### src/rtl/adder_sweep_ctrl.sv
// Operand sweeper and result checker for a WIDTH-bit adder: walks every (x, y)
// pair up to the captured limits, compares the adder output with x + y and counts mismatches.
module adder_sweep_ctrl #(
    parameter int WIDTH = 3,
    parameter int ERRW  = 8
) (
    input  logic             clk,
    input  logic             rst,
    input  logic             start,
    input  logic [WIDTH-1:0] x_lim,
    input  logic [WIDTH-1:0] y_lim,
    output logic [WIDTH-1:0] x_o,
    output logic [WIDTH-1:0] y_o,
    input  logic [WIDTH-1:0] sum_i,
    input  logic             cout_i,
    output logic             busy,
    output logic             done,
    output logic [ERRW-1:0]  err_cnt,
    output logic             err_flag,
    output logic [WIDTH-1:0] first_err_x,
    output logic [WIDTH-1:0] first_err_y
);

    typedef enum logic [1:0] {
        IDLE   = 2'd0,
        DRIVE  = 2'd1,
        SAMPLE = 2'd2,
        DONE   = 2'd3
    } state_t;

    state_t           state_r;
    logic [WIDTH-1:0] x_lim_r;
    logic [WIDTH-1:0] y_lim_r;
    logic [WIDTH:0]   expected_s;
    logic [WIDTH:0]   actual_s;
    logic             mismatch_s;

    function automatic logic [ERRW-1:0] sat_inc(input logic [ERRW-1:0] v);
        if (v == {ERRW{1'b1}}) begin
            sat_inc = v;
        end else begin
            sat_inc = v + ERRW'(1);
        end
    endfunction

    // Compare is one bit wider than the operands so the carry is checked too.
    always_comb begin
        expected_s = {1'b0, x_o} + {1'b0, y_o};
        actual_s   = {cout_i, sum_i};
        mismatch_s = (expected_s != actual_s);
    end

    // Sweep FSM with all outputs registered.
    always_ff @(posedge clk or posedge rst) begin
        if (rst) begin
            state_r     <= IDLE;
            x_o         <= {WIDTH{1'b0}};
            y_o         <= {WIDTH{1'b0}};
            x_lim_r     <= {WIDTH{1'b0}};
            y_lim_r     <= {WIDTH{1'b0}};
            busy        <= 1'b0;
            done        <= 1'b0;
            err_cnt     <= {ERRW{1'b0}};
            err_flag    <= 1'b0;
            first_err_x <= {WIDTH{1'b0}};
            first_err_y <= {WIDTH{1'b0}};
        end else begin
            case (state_r)
                IDLE, DONE: begin
                    if (start) begin
                        state_r     <= DRIVE;
                        x_o         <= {WIDTH{1'b0}};
                        y_o         <= {WIDTH{1'b0}};
                        x_lim_r     <= x_lim;
                        y_lim_r     <= y_lim;
                        busy        <= 1'b1;
                        done        <= 1'b0;
                        err_cnt     <= {ERRW{1'b0}};
                        err_flag    <= 1'b0;
                        first_err_x <= {WIDTH{1'b0}};
                        first_err_y <= {WIDTH{1'b0}};
                    end
                end
                DRIVE: begin
                    state_r <= SAMPLE;
                end
                SAMPLE: begin
                    if (mismatch_s) begin
                        err_cnt <= sat_inc(err_cnt);
                        if (!err_flag) begin
                            err_flag    <= 1'b1;
                            first_err_x <= x_o;
                            first_err_y <= y_o;
                        end
                    end
                    // y is the inner loop; the last pair leaves the operands untouched.
                    if (y_o < y_lim_r) begin
                        y_o     <= y_o + WIDTH'(1);
                        state_r <= DRIVE;
                    end else if (x_o < x_lim_r) begin
                        y_o     <= {WIDTH{1'b0}};
                        x_o     <= x_o + WIDTH'(1);
                        state_r <= DRIVE;
                    end else begin
                        state_r <= DONE;
                        busy    <= 1'b0;
                        done    <= 1'b1;
                    end
                end
                default: begin
                    state_r <= IDLE;
                    busy    <= 1'b0;
                    done    <= 1'b0;
                end
            endcase
        end
    end

endmodule

### config.mk
export PLATFORM = sky130hd
export DESIGN_NAME = adder_sweep_ctrl
export DESIGN_NICKNAME = d
export VERILOG_FILES = /design/src/rtl/adder_sweep_ctrl.sv
export SDC_FILE = /design/constraint.sdc
export NUM_CORES = 1
export LEC_CHECK = 0
export BUFFER_PORTS_ARGS = -buffer_cell sky130_fd_sc_hd__buf_4
export CORE_MARGIN = 3
export CORE_UTILIZATION = 59
export CTS_CLUSTER_DIAMETER = 150
export CTS_CLUSTER_SIZE = 25
export DETAILED_ROUTE_END_ITERATION = 8
export PLACE_DENSITY = 0.95
export SLEW_MARGIN = 10
export SYNTH_ARGS = -nofsm -noshare
export SYNTH_HDL_FRONTEND = slang
export SYNTH_SLANG_ARGS = --single-unit
export TNS_END_PERCENT = 1
### constraint.sdc
create_clock -name clk -period 5.7 [get_ports clk]
set_input_delay 0.57 -clock clk [delete_from_list [all_inputs] [get_ports clk]]
set_output_delay 0.57 -clock clk [all_outputs]
set_load 0.02 [all_outputs]
After elaboration in Yosys (flattened, before gate mapping)
Cells that the tools add are included.

storage, ports and cells
  memories = 0
  flip-flop bits (word level) = 31
  output and inout port bits = 23
  RAM bits = 0
  bits in latches = 0
  ROM bits = 0

operators by class
  reductions and logical operators = 10
  div/mod/pow operators = 0
  $lt $le $gt $ge = 2
  shift operators = 0
  bitwise operators = 0
  equal/unequal tests = 13
  $add $sub $neg = 4
  multipliers = 0
  mux-type cells = 31

operators by type and width
  cell                 count
  $mux 3               9
  $mux 8               3
  $pmux 3 s2           4
  $pmux 8 s2           1
  $reduce_and 4->1     4
  $ne 2x2->1 const B   7
  $add 8x1->8 const B  1
  $eq 8x8->1 const B   1
  $mux 1               7
  $add 3x1->3 const B  2
  $lt 3x3->1           2
  $mux 2               3
  $pmux 1 s2           3
  $pmux 2 s3           1
  $reduce_and 3->1     2
  $add 3x3->4          1
  $eq 2x2->1 const B   2
  $ne 4x4->1           1
  $ne 3x3->1 const B   1
  $eq 2x1->1 const B   1
  $logic_not 2->1      1
  $reduce_and 2->1     1
  $reduce_bool 2->1    1
  $reduce_or 2->1      1

Logic depth before layout (Yosys ltp)
  depth after elaboration = 4
  mapped depth = 9
  gate-level depth less buffers = 8

Worst setup path after synthesis
No wires, ideal clock.

  path type = register to register
  start = register y_o[0]
  end = register first_err_x[0]
  buffers on the path = 1
  arrival time = 2149 ps
  slack = 3416 ps
  library setup time = 135 ps
  clock period less this slack = 2284 ps
  stages on the path, launching flop included = 10
  cells stage by stage = dfrtp_1 > ha_1 > inv_1 > fa_1 > xnor2_1 > nor3_1 > o211a_4 > or2_1 > clkbuf_1 > o211ai_1

between the ends
  longest elaborated chain between the ends = 4

RTL lines
  item                        RTL line  source
  start: declaration          13        output logic [WIDTH-1:0] y_o,
  start signal: assignment    58        y_o <= {WIDTH{1'b0}};
  start signal: assignment    73        y_o <= {WIDTH{1'b0}};
  start signal: assignment    98        y_o <= y_o + WIDTH'(1);
  $add 3x3->4                 48        expected_s = {1'b0, x_o} + {1'b0, y_o};
  $ne 4x4->1                  50        mismatch_s = (expected_s != actual_s);
  $ne 2x2->1 (no line)        -
  $reduce_and 4->1 (no line)  -
  end signal: assignment      65        first_err_x <= {WIDTH{1'b0}};
  end signal: assignment      80        first_err_x <= {WIDTH{1'b0}};
  end signal: assignment      92        first_err_x <= x_o;
  end: declaration            20        output logic [WIDTH-1:0] first_err_x,

No other way between the ends.
A chain may end at the register's enable or synchronous reset.

Final worst setup path
  start = register state_r[0]
  end = register err_cnt[7]

between the ends
  longest elaborated chain between the ends = 4
  elaborated cells on any way between the ends = 10

RTL lines
  item                                                       RTL line  source
  start: declaration                                         31        state_t state_r;
  start signal: assignment                                   56        state_r <= IDLE;
  start signal: assignment                                   71        state_r <= DRIVE;
  start signal: assignment                                   85        state_r <= SAMPLE;
  $eq 2x2->1 or $logic_not 2->1 (tied branches)              68        case (state_r)
  $reduce_or 2->1                                            68
  $ne 2x2->1 (no line) or $reduce_bool 2->1 (tied branches)  -
  $reduce_and 4->1 (no line)                                 -
  end signal: assignment                                     63        err_cnt <= {ERRW{1'b0}};
  end signal: assignment                                     78        err_cnt <= {ERRW{1'b0}};
  end signal: assignment                                     89        err_cnt <= sat_inc(err_cnt);
  end: declaration                                           18        output logic [ERRW-1:0] err_cnt,

Parallel ways exist; a longest one is shown, timed or not.

==> run summary <==
Status: completed
Root buf cell: clkbuf_4
Nature of the critical path endpoint: flip-flop
Number of max-cap violations: 0
Total global routing overflow: 0
Chip Width: 61.82 um
CTS tree: yes
Most used DFF post-synth: dfrtp_1
Floorplan row count: 19
Synth Area in Simple Gates: 0.1899
Worst-Skew Late Latency: 350 ps
Crit path depth: 7
Synth Warn #: 0
Worst min path class: in -> async
Power Dens Cells: 374.7 mW/mm^2
Via Count: 1631
R2R Setup Slk: 3140 ps
Post-Syn Area: 0.001838 sq mm
Clk buf depth: 2
All-Layer GR Usage: 0.2484
Initial Util: 0.6443
Crit path from: state_r[0]$_DFFE_PP0P_
Die Ht: 61.82 um
Max Fclk: 0.3906 GHz
Initial antenna violation count: 0
Largest family of logic cells by synthesized area: simple AND/OR/NAND/NOR gates
Fin crit share: 0.4492
Post-Syn Instances: 194
Critical-path maximum fanout: 14
I/O pin cnt: 36
Share of cells above drive strength 1: 0.2241
Worst path bufs/invs: 2
# nets final: 258
Synth async-reset ratio: 1.000
Crit path launch type: flip-flop
Reg clk slew, reported paths: 100 ps
Worst path arrival time: 2830 ps
Seq/Total Area, Yosys: 0.4221
CTS buffer count: 5
First-pass GRT wire length: 6.858 mm
CP delay by family, top: compound AO/OA/AOI/OAI gates
Synth Area in Compound Gates: 0.1566
Cts hold-fix bufs: 0
Vias per inst: 6.202
Synth-to-Final Area Change: 18.11%
Dpl hpwl: 3.000 mm
Htree depth: 2
Post-synth EDFFs: 0
Syn nets: 221
ANT cells: 0
Worst r2r dst: err_cnt[7]$_DFFE_PP0P_
Clock Skews: 10.17 ps
Xor/xnor share of the synthesized area: 0.01906
Min Tclk post-route: 2560 ps
DRT antenna net count: 0
Detailed-route wire length per cell: 15.53 um
Synth Area in Adders: 0.09939
RSZ-0062 raised after global routing: false
Commonest cells after routing, fill and taps aside: 36 x buf_4, 31 x dfrtp_1, 25 x nand2_1
R2R Path Start: state_r[0]$_DFFE_PP0P_
WP data required: 5970 ps
Cell area after layout: 0.002171 sq mm
Clock Sinks: 31
Crit path to: err_cnt[7]$_DFFE_PP0P_
# resized after CTS: 0
Crit-path cells: inv_1 > ha_1 > inv_2 > o21ai_1 > nand3_1 > nor3b_1 > mux2i_1
Max transition margin: 0.5423
Fin Setup TNS: 0 ps
Final Wtd Congestion: 0.8805
Die area: 0.003821 sq mm
Final Setup Violations: 0
WL final: 4.085 mm
Starting DRT DRC Count: 110
Slowest cell on crit path: o21ai_1
Largest net degree at the start of global routing: 32
Mux cell area share after synthesis: 0.07012
Worst Reg-to-Reg Cells: 7
First-pass detailed-route iteration total: 4
Critical path type: reg -> reg
P_leak: 1.047 nW
Residual DRC: 0
Final Hold Fails: 0
Slew Viols, Final: 0
I/O Buffers: 35
Vias in the first global route: 1654
Crit path largest cell delay: 590 ps
Mean Syn Cell Area: 9.474 sq um
Core Footprint: 0.002853 sq mm
Synth cell types: 40
Max VDD drop: 0.0002732 V
Cell Area, Placed: 0.002121 sq mm
#FFs+latches synth: 31
Commonest non-fill, non-tap cell in the layout: buf_4
Post-CTS Setup Bufs: 0
Worst-Margin Slew: 682.0 ps
## Yosys cell counts (all sizes together) (2+ instances only)
library cell | count | area share
or3 | 2 | 0.0068
ha | 13 | 0.088
o31ai | 2 | 0.0082
xnor2 | 3 | 0.014
dfrtp | 31 | 0.42
nand4 | 3 | 0.010
mux2i | 5 | 0.027
nand3b | 2 | 0.0082
nand3 | 8 | 0.022
o21ai | 10 | 0.027
nor2 | 7 | 0.014
and2 | 2 | 0.0068
o211ai | 8 | 0.033
inv | 14 | 0.029
clkbuf | 3 | 0.0061
and3 | 2 | 0.0068
nand2b | 6 | 0.020
mux2 | 7 | 0.043
nand2 | 26 | 0.054
o221ai | 2 | 0.0095
a31oi | 2 | 0.0068
a21oi | 10 | 0.027
a21o | 4 | 0.016
nor3 | 7 | 0.019
buf | 3 | 0.0082
## per-stage QoR
| stage | total power, mW | setup WS (ps) | std cells | util | hold WS, ps |
|---|---|---|---|---|---|
| global placement | 0.6735 | 3271 | 255 | 0.7434 | 493.1 |
| global route | 0.8774 | 2875 | 263 | 0.7610 | 300.8 |
| CTS | 0.8127 | 3183 | 263 | 0.7610 | 299.4 |
| floorplan | 0.5899 | 3416 | 194 | - | 479.4 |
| finish | 0.8133 | 3140 | 263 | 0.7610 | 281.5 |
| detailed placement | 0.6901 | 3201 | 255 | 0.7434 | 495.5 |
## report_power, final
group	internal, mW	switching (mW)
Combinational	0.142	0.235
Clock	0.0480	0.0769
Sequential	0.268	0.0434
## worst reg2reg max path: cells and delay by family, from the launching register on
kind,cells,cell delay [ps]
compound gates,1,600
fa+ha+maj,1,450
buf+inv,2,240
flops,1,420
mux,1,220
simple gates,2,560
## area by class of cell
cell class / instances / area [sq um]
clock buffers: 7 / 45.04
clock inverters: 1 / 5.005
fillers: 202 / 681.9
inverters: 14 / 52.55
multi-input cells: 143 / 983.4
flip-flops and latches: 31 / 775.7
well taps: 31 / 38.79
repair buffers: 36 / 270.3
## layer usage
metal / up-vias / track usage / share of wire / routed length (um)
met3: 10 / 0.08264 / 0.069 / 282
met4: 0 / 0.1455 / 0.023 / 94
li1: 770 / - / - / -
met1: 782 / 0.2808 / 0.41 / 1659
met2: 69 / 0.4081 / 0.50 / 2048
met5: - / 0 / 0 / 0
## sequential cells by signal, indices dropped and copies added, names as in the netlist
name,cells
first_err_y,3
x_o,3
y_o,3
state_r,2
first_err_x,3
x_lim_r,3
y_lim_r,3
err_cnt,8
busy,1
done,1
err_flag,1
## worst min path at each step
stage / from / endpoint
after floorplan: x_lim_r[1]$_DFFE_PP0P_ / x_lim_r[1]$_DFFE_PP0P_
after global placement: x_lim_r[1]$_DFFE_PP0P_ / x_lim_r[1]$_DFFE_PP0P_
after detailed placement: x_lim_r[1]$_DFFE_PP0P_ / x_lim_r[1]$_DFFE_PP0P_
after CTS: rst / first_err_x[1]$_DFFE_PP0P_
after global routing: rst / first_err_x[1]$_DFFE_PP0P_
final: rst / first_err_x[1]$_DFFE_PP0P_
## logic make-up (layout without fill, tap and decap cells)
family	Yosys count	after routing
AOI/OAI and AO/OA	43	43
xor gates and xnor gates	4	4
adders and majority gates	14	14
buffers and inverters	20	58
DFF	31	31
muxes	12	12
and+or+nand+nor	70	70
No activity file was read; power rests on OpenSTA's default activity.
